### config.mk
export PLATFORM = sky130hd
export DESIGN_NAME = vga_fb_arb_flat
export DESIGN_NICKNAME = d
export VERILOG_FILES = /design/src/rtl/vga_fb_arb_pkg.sv /design/src/rtl/vga_fb_arb_if.sv /design/src/rtl/vga_fb_arb_rd_pipe.sv /design/src/rtl/vga_fb_arb.sv /design/src/flat_wrapper.sv
export SDC_FILE = /design/constraint.sdc
export NUM_CORES = 1
export LEC_CHECK = 0
export BUFFER_PORTS_ARGS = -buffer_cell sky130_fd_sc_hd__buf_2
export CORE_MARGIN = 8
export CORE_UTILIZATION = 49
export CTS_BUF_LIST = sky130_fd_sc_hd__clkbuf_4 sky130_fd_sc_hd__clkbuf_8 sky130_fd_sc_hd__clkbuf_16
export CTS_CLUSTER_SIZE = 24
export DETAILED_ROUTE_END_ITERATION = 12
export GPL_TIMING_DRIVEN = 0
export PLACE_DENSITY = 0.82
export SLEW_MARGIN = 40
export SYNTH_ARGS = -nofsm -noshare
export SYNTH_HDL_FRONTEND = slang
export SYNTH_SLANG_ARGS = --single-unit
### constraint.sdc
create_clock -name i_clk -period 3.2 [get_ports i_clk]
set_input_delay 0 -clock i_clk [delete_from_list [all_inputs] [get_ports i_clk]]
set_output_delay 0 -clock i_clk [all_outputs]
set_load 0.01 [all_outputs]
### src/rtl/vga_fb_arb_pkg.sv
// vga_fb_arb shared package: default geometry, clear FSM state
// and the framebuffer address helper.
package vga_pkg;

  localparam int HOR_DEF   = 640;
  localparam int VER_DEF   = 480;
  localparam int RGB_W_DEF = 15;

  typedef enum logic {
    IDLE,
    CLEAR
  } state_e;

  function automatic int unsigned pix_addr(
    input int unsigned h,
    input int unsigned v,
    input int unsigned hor
  );
    return v * hor + h;
  endfunction

endpackage

### src/rtl/vga_fb_arb_if.sv
// vga_fb_arb framebuffer RAM bus: single port, one-cycle
// synchronous read.
interface vga_fb_arb_if
  import vga_pkg::*;
#(
  parameter int RGB_WIDTH = RGB_W_DEF,
  parameter int ADDR_W    = 19
);

  logic                 en;
  logic                 we;
  logic [ADDR_W-1:0]    addr;
  logic [RGB_WIDTH-1:0] wdata;
  logic [RGB_WIDTH-1:0] rdata;

  modport master (
    output en, we, addr, wdata,
    input  rdata
  );

  modport slave (
    input  en, we, addr, wdata,
    output rdata
  );

endinterface

### src/rtl/vga_fb_arb_rd_pipe.sv
// vga_fb_rd_pipe: two-stage read return, rdata captured one
// cycle after the request, out-of-range pixels return zero.
module vga_fb_rd_pipe
  import vga_pkg::*;
#(
  parameter int RGB_WIDTH = RGB_W_DEF
) (
  input  logic                 i_clk,
  input  logic                 i_rst,
  input  logic                 i_req,
  input  logic                 i_ok,
  input  logic [RGB_WIDTH-1:0] i_rdata,
  output logic [RGB_WIDTH-1:0] o_rgb,
  output logic                 o_valid
);

  logic                 v1_q, v1_d;
  logic                 ok1_q, ok1_d;
  logic                 valid_q, valid_d;
  logic [RGB_WIDTH-1:0] rgb_q, rgb_d;

  // Advance the pipe; o_rgb only changes with a valid pulse.
  always_comb begin
    v1_d    = i_req;
    ok1_d   = i_ok;
    valid_d = v1_q;
    rgb_d   = rgb_q;
    if (v1_q) begin
      rgb_d = ok1_q ? i_rdata : '0;
    end
  end

  // Pipe registers.
  always_ff @(posedge i_clk) begin
    if (i_rst) begin
      v1_q    <= 1'b0;
      ok1_q   <= 1'b0;
      valid_q <= 1'b0;
      rgb_q   <= '0;
    end else begin
      v1_q    <= v1_d;
      ok1_q   <= ok1_d;
      valid_q <= valid_d;
      rgb_q   <= rgb_d;
    end
  end

  assign o_rgb   = rgb_q;
  assign o_valid = valid_q;

endmodule

### src/rtl/vga_fb_arb.sv
// vga_fb_arb: framebuffer RAM arbiter. Display fetch first,
// then the clear engine, then host writes.
module vga_fb_arb
  import vga_pkg::*;
#(
  parameter int HOR       = HOR_DEF,
  parameter int VER       = VER_DEF,
  parameter int RGB_WIDTH = RGB_W_DEF,
  parameter int ADDR_W    = $clog2(HOR * VER),
  localparam int HW       = $clog2(HOR) + 1,
  localparam int VW       = $clog2(VER) + 1
) (
  input  logic                 i_clk,
  input  logic                 i_rst,
  input  logic                 i_pix_req,
  input  logic [HW-1:0]        i_pix_h,
  input  logic [VW-1:0]        i_pix_v,
  output logic [RGB_WIDTH-1:0] o_rgb,
  output logic                 o_valid,
  input  logic                 i_wr_valid,
  input  logic [ADDR_W-1:0]    i_wr_addr,
  input  logic [RGB_WIDTH-1:0] i_wr_data,
  output logic                 o_wr_ready,
  input  logic                 i_clr_start,
  input  logic [RGB_WIDTH-1:0] i_clr_rgb,
  output logic                 o_clr_busy,
  vga_fb_arb_if.master         mem
);

  localparam int TOTAL = HOR * VER;
  localparam logic [ADDR_W-1:0] LAST = ADDR_W'(TOTAL - 1);

  state_e               state_q, state_d;
  logic [ADDR_W-1:0]    cnt_q, cnt_d;
  logic [RGB_WIDTH-1:0] clr_rgb_q, clr_rgb_d;
  logic                 busy_q, busy_d;

  logic pix_ok;
  logic wr_ok;
  logic clr_go;
  logic wr_go;

  // Per-cycle grant; RAM outputs follow it combinationally.
  always_comb begin
    pix_ok = (32'(i_pix_h) < HOR) && (32'(i_pix_v) < VER);
    wr_ok  = 32'(i_wr_addr) < TOTAL;
    clr_go = !i_pix_req && (state_q == CLEAR);
    wr_go  = !i_pix_req && (state_q == IDLE) && i_wr_valid;
    o_wr_ready = 1'b0;
    mem.en     = 1'b0;
    mem.we     = 1'b0;
    mem.addr   = '0;
    mem.wdata  = '0;
    if (!i_rst) begin
      o_wr_ready = !i_pix_req && (state_q == IDLE);
      unique case (1'b1)
        i_pix_req: begin
          mem.en   = pix_ok;
          mem.addr = pix_ok ?
            ADDR_W'(pix_addr(32'(i_pix_h), 32'(i_pix_v), HOR)) : '0;
        end
        clr_go: begin
          mem.en    = 1'b1;
          mem.we    = 1'b1;
          mem.addr  = cnt_q;
          mem.wdata = clr_rgb_q;
        end
        wr_go: begin
          mem.en    = wr_ok;
          mem.we    = wr_ok;
          mem.addr  = wr_ok ? i_wr_addr : '0;
          mem.wdata = wr_ok ? i_wr_data : '0;
        end
        default: ;
      endcase
    end
  end

  // Clear engine next state; it loses cycles to display fetch.
  always_comb begin
    state_d   = state_q;
    cnt_d     = cnt_q;
    clr_rgb_d = clr_rgb_q;
    unique case (state_q)
      IDLE: begin
        if (i_clr_start) begin
          state_d   = CLEAR;
          cnt_d     = '0;
          clr_rgb_d = i_clr_rgb;
        end
      end
      CLEAR: begin
        if (!i_pix_req) begin
          if (cnt_q == LAST) begin
            state_d = IDLE;
          end else begin
            cnt_d = cnt_q + ADDR_W'(1);
          end
        end
      end
      default: state_d = IDLE;
    endcase
    busy_d = (state_d == CLEAR);
  end

  // Clear engine state and registered busy flag.
  always_ff @(posedge i_clk) begin
    if (i_rst) begin
      state_q   <= IDLE;
      cnt_q     <= '0;
      clr_rgb_q <= '0;
      busy_q    <= 1'b0;
    end else begin
      state_q   <= state_d;
      cnt_q     <= cnt_d;
      clr_rgb_q <= clr_rgb_d;
      busy_q    <= busy_d;
    end
  end

  assign o_clr_busy = busy_q;

  vga_fb_rd_pipe #(
    .RGB_WIDTH(RGB_WIDTH)
  ) u_rd_pipe (
    .i_clk  (i_clk),
    .i_rst  (i_rst),
    .i_req  (i_pix_req),
    .i_ok   (pix_ok),
    .i_rdata(mem.rdata),
    .o_rgb  (o_rgb),
    .o_valid(o_valid)
  );

endmodule
### src/flat_wrapper.sv
// flat-port wrapper written by rule: the top's interface ports become plain ports
module vga_fb_arb_flat import vga_pkg::*;
#(
  parameter int HOR       = HOR_DEF,
  parameter int VER       = VER_DEF,
  parameter int RGB_WIDTH = RGB_W_DEF,
  parameter int ADDR_W    = $clog2(HOR * VER),
  localparam int HW       = $clog2(HOR) + 1,
  localparam int VW       = $clog2(VER) + 1
)
  (i_clk, i_rst, i_pix_req, i_pix_h, i_pix_v, o_rgb, o_valid, i_wr_valid, i_wr_addr, i_wr_data, o_wr_ready, i_clr_start, i_clr_rgb, o_clr_busy, mem_en, mem_we, mem_addr, mem_wdata, mem_rdata);
  vga_fb_arb_if #(.RGB_WIDTH(RGB_WIDTH), .ADDR_W(ADDR_W)) mem_i ();
  input  logic i_clk;
  input  logic i_rst;
  input  logic i_pix_req;
  input  logic [HW-1:0] i_pix_h;
  input  logic [VW-1:0] i_pix_v;
  output logic [RGB_WIDTH-1:0] o_rgb;
  output logic o_valid;
  input  logic i_wr_valid;
  input  logic [ADDR_W-1:0] i_wr_addr;
  input  logic [RGB_WIDTH-1:0] i_wr_data;
  output logic o_wr_ready;
  input  logic i_clr_start;
  input  logic [RGB_WIDTH-1:0] i_clr_rgb;
  output logic o_clr_busy;
  output wire logic [$bits(mem_i.en)-1:0] mem_en;
  output wire logic [$bits(mem_i.we)-1:0] mem_we;
  output wire logic [$bits(mem_i.addr)-1:0] mem_addr;
  output wire logic [$bits(mem_i.wdata)-1:0] mem_wdata;
  input wire logic [$bits(mem_i.rdata)-1:0] mem_rdata;
  assign mem_en = mem_i.en;
  assign mem_we = mem_i.we;
  assign mem_addr = mem_i.addr;
  assign mem_wdata = mem_i.wdata;
  assign mem_i.rdata = mem_rdata;
  vga_fb_arb #(.HOR(HOR), .VER(VER), .RGB_WIDTH(RGB_WIDTH), .ADDR_W(ADDR_W)) u_core (.i_clk(i_clk), .i_rst(i_rst), .i_pix_req(i_pix_req), .i_pix_h(i_pix_h), .i_pix_v(i_pix_v), .o_rgb(o_rgb), .o_valid(o_valid), .i_wr_valid(i_wr_valid), .i_wr_addr(i_wr_addr), .i_wr_data(i_wr_data), .o_wr_ready(o_wr_ready), .i_clr_start(i_clr_start), .i_clr_rgb(i_clr_rgb), .o_clr_busy(o_clr_busy), .mem(mem_i));
endmodule
# Word-level counts from Yosys, hierarchy flattened
# Index checks and enable logic that the tools add are counted.
# totals
reg_bits,53
latch_bits,0
mem_bits_rw,0
romBits,0
in_bits,90
out_inout_bits,54
word_cells,46
n_memories,0
# op_classes
n_addsub,2
n_mul,1
n_div,0
order_cmp,3
eq_ne,4
shift,0
muxes,21
bitwise,1
n_reduce_logical,7
# op_table
operator,count
two-way mux 19 bit,6
case mux 19 bit (3 select lines),1
two-way mux 15 bit,3
case mux 19 bit (2 select lines),1
case mux 15 bit (2 select lines),1
adder 19 x 1 -> 19 bit (second input constant),1
adder 19 x 11 -> 19 bit,1
equality test 19 bit (second input constant),1
< comparator 19 bit (second input constant),1
multiplier 10 x 3 -> 12 bit (second input constant),1
< comparator 11 x 10 -> 1 bit (second input constant),1
< comparator 10 x 9 -> 1 bit (second input constant),1
two-way mux 1 bit,6
inequality test 2 bit (second input constant),3
logical AND 1 bit,4
case mux 1 bit (2 select lines),2
case mux 1 bit (3 select lines),1
AND reduction 3 bit,1
AND reduction 2 bit,1
zero test 1 bit,1
NOT 1 bit,1

# Depth between registers and ports, before layout
# depth
word_depth,5
depth_mapped,9
depth_no_buf,9

# Cells and area by module
# Synthesis repeated with hierarchy kept, for this count alone.
# hier_totals
hier_cells,439
area_unflattened_um2,3557.2
# by_module_without_submodules
mod,instances,cells_per_inst,area_per_inst_um2,seq_area_each_um2
vga_fb_arb,1,367,2886.5,700.7
vga_fb_rd_pipe,1,72,670.6,360.3

# Worst setup path before layout
# OpenSTA, ideal clock, no wires.
# synth_timing
path_type,input to output
start,input port i_pix_v[1]
end,output port mem_addr[18]
arrival_ns,2.457
required_time_ns,3.200
slack_ns,0.743
stages,9
n_path_buf,0
cell_sequence,ha_1 -> ha_1 -> fa_1 -> a211oi_2 -> o21ai_1 -> a211oi_4 -> nand4_1 -> or4_1 -> o211ai_1
# synth_between
elab_chain_len,5
elab_cells_between_ends,7
cone_classes,add/sub (1); mul (1); order compare (1); mux (3); reduce/logical (1)
# synth_rtl
item,line_no,source
start: declaration,flat_wrapper.sv:17,input logic [VW-1:0] i_pix_v;
multiplier 10 x 3 -> 12 bit / < comparator 10 x 9 -> 1 bit (equally long branches),"vga_fb_arb_pkg.sv:19, vga_fb_arb.sv:45",
adder 19 x 11 -> 19 bit / logical AND 1 bit (equally long branches),"vga_fb_arb_pkg.sv:19, vga_fb_arb.sv:45",
two-way mux 19 bit (*),vga_fb_arb.sv:59,mem.addr = pix_ok ?
case mux 19 bit (3 select lines) (*),vga_fb_arb.sv:56,unique case (1'b1)
two-way mux 19 bit (*),vga_fb_arb.sv:54,if (!i_rst) begin
end: declaration,flat_wrapper.sv:29,output wire logic [$bits(mem_i.addr)-1:0] mem_addr;
# Mark *: on every way between the ends. The rest lies on a longest branch, timed or not.

# Worst setup path after layout
# Same ends and word-level chain as after synthesis.

==> flow_summary.rst <==
.. list-table::
   :header-rows: 1

   * - Metric
     - Value
   * - TritonCTS clock tree
     - done
   * - Standard cell with the maximum stage delay on the critical path
     - sky130_fd_sc_hd__or4_1
   * - Number of buffers inserted to repair setup after CTS
     - 0
   * - Filler cell count
     - 591
   * - Cell area power density
     - 322 nW/um^2
   * - Final Routed Wirelength
     - 11500 um
   * - Setup repair after global routing missed its margin
     - no
   * - H-tree depth reported by CTS
     - 2
   * - Via count
     - 3978
   * - Leak
     - 2.06 nW
   * - Proportion of layout cells with a drive suffix above 1
     - 26.1%
   * - Number of antenna violations at the first check in global routing
     - 1
   * - Yosys reg bits
     - 53
   * - YS warnings
     - 0
   * - Min Tclk post-route
     - 2.99 ns
   * - Proportion of netlist area held by the largest area contributor
     - 30.7%
   * - R2R Path End
     - u_core.cnt_q[15]$_SDFFE_PP0P_
   * - Clock-pin slew of the registers on the worst-case setup and hold paths
     - 0.09 ns
   * - Via count of the first global-routing pass
     - 3993
   * - Status
     - finished, final reports clean
   * - Nature of the critical path startpoint
     - input pin
   * - Clk Latency, worst-skew pair
     - 0.30 ns
   * - Timing-limited maximum frequency
     - 334 MHz
   * - Maximum cell stage delay along the critical path
     - 0.49 ns
   * - Number of endpoints with negative hold slack in the final report
     - 0
   * - Required time at the worst-slack endpoint
     - 3.20 ns
   * - Area growth, synth to finish
     - 35.6%
   * - MaxCap Viol Count
     - 0
   * - Wire length of the first global-routing pass
     - 18700 um
   * - Initial cell density of the core
     - 50.9%
   * - Crit path capture type
     - primary output
   * - Post-synth net total
     - 557
   * - Arrival time at the worst endpoint
     - 2.99 ns
   * - Number of enable-type register cells in the synthesized netlist
     - 0
   * - Overall power of the completed layout
     - 1.51 mW
   * - GP Congestion
     - 0.919
   * - DRC violation count after routing
     - 0
   * - Source of the worst register-to-register timing path
     - u_core.state_q$_SDFF_PP0_
   * - Number of optimization iterations in the first detailed-route pass
     - 6
   * - Layout net count
     - 737
   * - Cells after synthesis
     - 444
   * - Hold wc startpoint
     - i_clr_start
   * - DIE AREA
     - 10000 sq um
   * - Number of violations reported at the end of detailed-routing iteration 0
     - 243
   * - Top post-synthesis cells by area
     - sky130_fd_sc_hd__dfxtp_1 31%, sky130_fd_sc_hd__nor2_1 8.1%, sky130_fd_sc_hd__ha_1 7.6%
   * - WL/cell
     - 15.9 um
   * - Cell type contributing the most total cell area after synthesis
     - sky130_fd_sc_hd__dfxtp_1
   * - Count of standard-cell rows
     - 30
   * - Max-Slew Margin vs Limit
     - 52.8%
   * - Critical Path, Cell by Cell
     - buf_2 > ha_1 > ha_1 > fa_1 > a211oi_2 > o21ai_1 > a211oi_4 > nand4_1 > or4_1 > o211ai_1 > buf_2
   * - Synth async-reset ratio
     - 0%
   * - Remaining antenna violation count
     - 0
   * - Max IR drop VDD
     - 0.000168 V
   * - Clock tree root driver cell
     - sky130_fd_sc_hd__clkbuf_8
   * - Type of the worst min-delay path
     - in -> reg
   * - Setup slack, reg-to-reg
     - 1.11 ns
   * - Final Skew
     - 0.0134 ns
   * - Critical path start-end classification
     - in -> out
   * - Number of cells on the worst reg-to-reg path
     - 7
   * - Sequential fraction of the synthesis area
     - 30.7%
   * - Mapped cell area
     - 3460 sq um
   * - Commonest non-fill, non-tap cells in the layout
     - 146 x sky130_fd_sc_hd__buf_2, 75 x sky130_fd_sc_hd__nor2_1, 53 x sky130_fd_sc_hd__dfxtp_1
   * - Slew at the pin closest to its max-slew limit
     - 0.708 ns
   * - Global-route total usage across every layer
     - 22.5%
   * - Endpoint, Worst Hold
     - u_core.state_q$_SDFF_PP0_
   * - Critical-path maximum fanout
     - 5
   * - Pin count of the biggest net entering global routing
     - 16
   * - Most common library cell in the layout ignoring fill and taps
     - sky130_fd_sc_hd__buf_2
   * - Horiz. Die Dim
     - 100 um
   * - Count of input and output buffers
     - 143
   * - Cell family with most CP delay
     - compound AO/OA/AOI/OAI gates
   * - Unique cell type count in the Yosys netlist
     - 53
   * - Avg Vias per Cell
     - 5.52
   * - Combined buffer and inverter count along the critical path
     - 2
   * - Total gr overflow
     - 0
   * - Count of boundary I/O pins
     - 144
   * - Setup Total Neg Slack
     - 0 ns
   * - Number of failing setup endpoints in the final timing report
     - 0
   * - Worst Hold Path Cells
     - 3
   * - Mean area per synthesized cell
     - 7.78 sq um
   * - Number of max-slew violations in the final report
     - 0
   * - Floorplan core area
     - 6790 sq um
   * - Sink count of the clock tree
     - 53
   * - Number of clock buffers inserted by TritonCTS
     - 5
   * - Sum of net half-perimeters after detailed placement
     - 8870 um
   * - Dominant register cell in the synthesized netlist
     - sky130_fd_sc_hd__dfxtp_1
   * - DIE HEIGHT
     - 100 um
   * - Setup crit start
     - i_pix_v[1]
   * - Final worst path period share
     - 93.4%
   * - Buffers from clock root to sink, at most
     - 2
==> routing by layer <==
metal	vias to the layer above	share of wire, %	track usage (%)
li1	1958	-	-
met1	1875	41	25.6
met2	127	52	41.6
met3	18	5.3	4.15
met4	0	1.9	6.05
met5	-	0	0
==> per-stage QoR <==
| stage | util (%) | hold WS [ns] | worst slack [ns] | std cells | area (sq um) |
|---|---|---|---|---|---|
| 3_5_place_dp | 63.2 | 0.235 | 0.246 | 683 | 4290 |
| 6_report | 69.0 | 0.0125 | 0.210 | 721 | 4680 |
| 5_1_grt | 69.0 | 0.0585 | 0.0413 | 721 | 4680 |
| 2_1_floorplan | - | 0.0467 | 0.743 | 444 | 3460 |
| 3_3_place_gp | 63.2 | 0.226 | 0.348 | 683 | 4290 |
| 4_1_cts | 68.9 | 0.00169 | 0.221 | 720 | 4680 |
==> where the power goes <==
group / internal (mW) / switching, mW
registers: 0.674 / 0.00982
logic: 0.200 / 0.245
clock network: 0.171 / 0.206
total: 1.05 / 0.460
==> synthesized netlist by cell type (2+ instances only) <==
cell,number
sky130_fd_sc_hd__o21bai_1,3
sky130_fd_sc_hd__o211ai_1,3
sky130_fd_sc_hd__a21o_1,5
sky130_fd_sc_hd__inv_1,8
sky130_fd_sc_hd__nand2b_1,2
sky130_fd_sc_hd__buf_2,3
sky130_fd_sc_hd__clkbuf_1,20
sky130_fd_sc_hd__o21ai_1,6
sky130_fd_sc_hd__nand2_1,42
sky130_fd_sc_hd__nand4_1,7
sky130_fd_sc_hd__xor2_1,14
sky130_fd_sc_hd__o21a_1,3
sky130_fd_sc_hd__nor3_1,8
sky130_fd_sc_hd__xnor2_1,8
sky130_fd_sc_hd__a21oi_1,43
sky130_fd_sc_hd__a222oi_1,13
sky130_fd_sc_hd__fa_1,2
sky130_fd_sc_hd__and2_1,2
sky130_fd_sc_hd__and4_1,3
sky130_fd_sc_hd__a211o_1,2
sky130_fd_sc_hd__buf_1,4
sky130_fd_sc_hd__dfxtp_1,53
sky130_fd_sc_hd__o2111ai_1,2
sky130_fd_sc_hd__or3_1,4
sky130_fd_sc_hd__a211oi_1,2
sky130_fd_sc_hd__o21ai_0,7
sky130_fd_sc_hd__nor2_1,75
sky130_fd_sc_hd__nor2b_1,21
sky130_fd_sc_hd__a22oi_1,21
sky130_fd_sc_hd__o22ai_1,3
sky130_fd_sc_hd__a31oi_1,2
sky130_fd_sc_hd__nand3_1,12
sky130_fd_sc_hd__ha_1,21
==> area by class of cell <==
class	instances	area (sq um)	area share [%]
Clock buffer	6	82.6	1.76
Tap cell	96	120	2.56
Buffer	27	105	2.24
Timing Repair Buffer	173	1020	21.7
Antenna cell	1	2.50	0.0534
Inverter	8	30.0	0.641
Clock inverter	1	7.51	0.160
Multi-Input combinational cell	356	2260	48.2
Sequential cell	53	1060	22.6
==> repair_timing <==
action / 4_1_cts / 5_1_grt
hold buffers: 30 / 0
hold endpoints to repair: 30 / 0
endpoints found under the setup margin: 0 / 0
resized for setup: 0 / 0
==> worst min-delay path: cells and delay by family <==
kind / cells / cell delay (ns)
AOI/OAI and AO/OA: 2 / 0.15
buffers and inverters: 1 / 0.11
==> cell families after synthesis <==
logic type,share of synthesized area [%]
buf+inv,3.91
xor+xnor,6.84
simple gates,25.6
fa+ha+maj,8.76
compound gates,24.2
flops,30.7
==> how the worst max path moves through the flow <==
stage                     slack (ns)  cells after the start      endpoint
after floorplan                 0.74                      9  mem_addr[18]
after global placement          0.35                     11  mem_addr[18]
after detailed placement        0.25                     11  mem_addr[18]
after CTS                       0.22                     11  mem_addr[18]
after global routing            0.04                     11  mem_addr[18]
final                           0.21                     11  mem_addr[18]
==> flip-flops by register name, indices dropped and copies added, names as in the netlist <==
| signal | flops |
|---|---|
| u_core.u_rd_pipe.o_valid | 1 |
| u_core.u_rd_pipe.o_rgb | 15 |
| u_core.u_rd_pipe.v1_q | 1 |
| u_core.state_q | 1 |
| u_core.u_rd_pipe.ok1_q | 1 |
| u_core.cnt_q | 19 |
| u_core.clr_rgb_q | 15 |
Power figures use the tool's default switching activity.
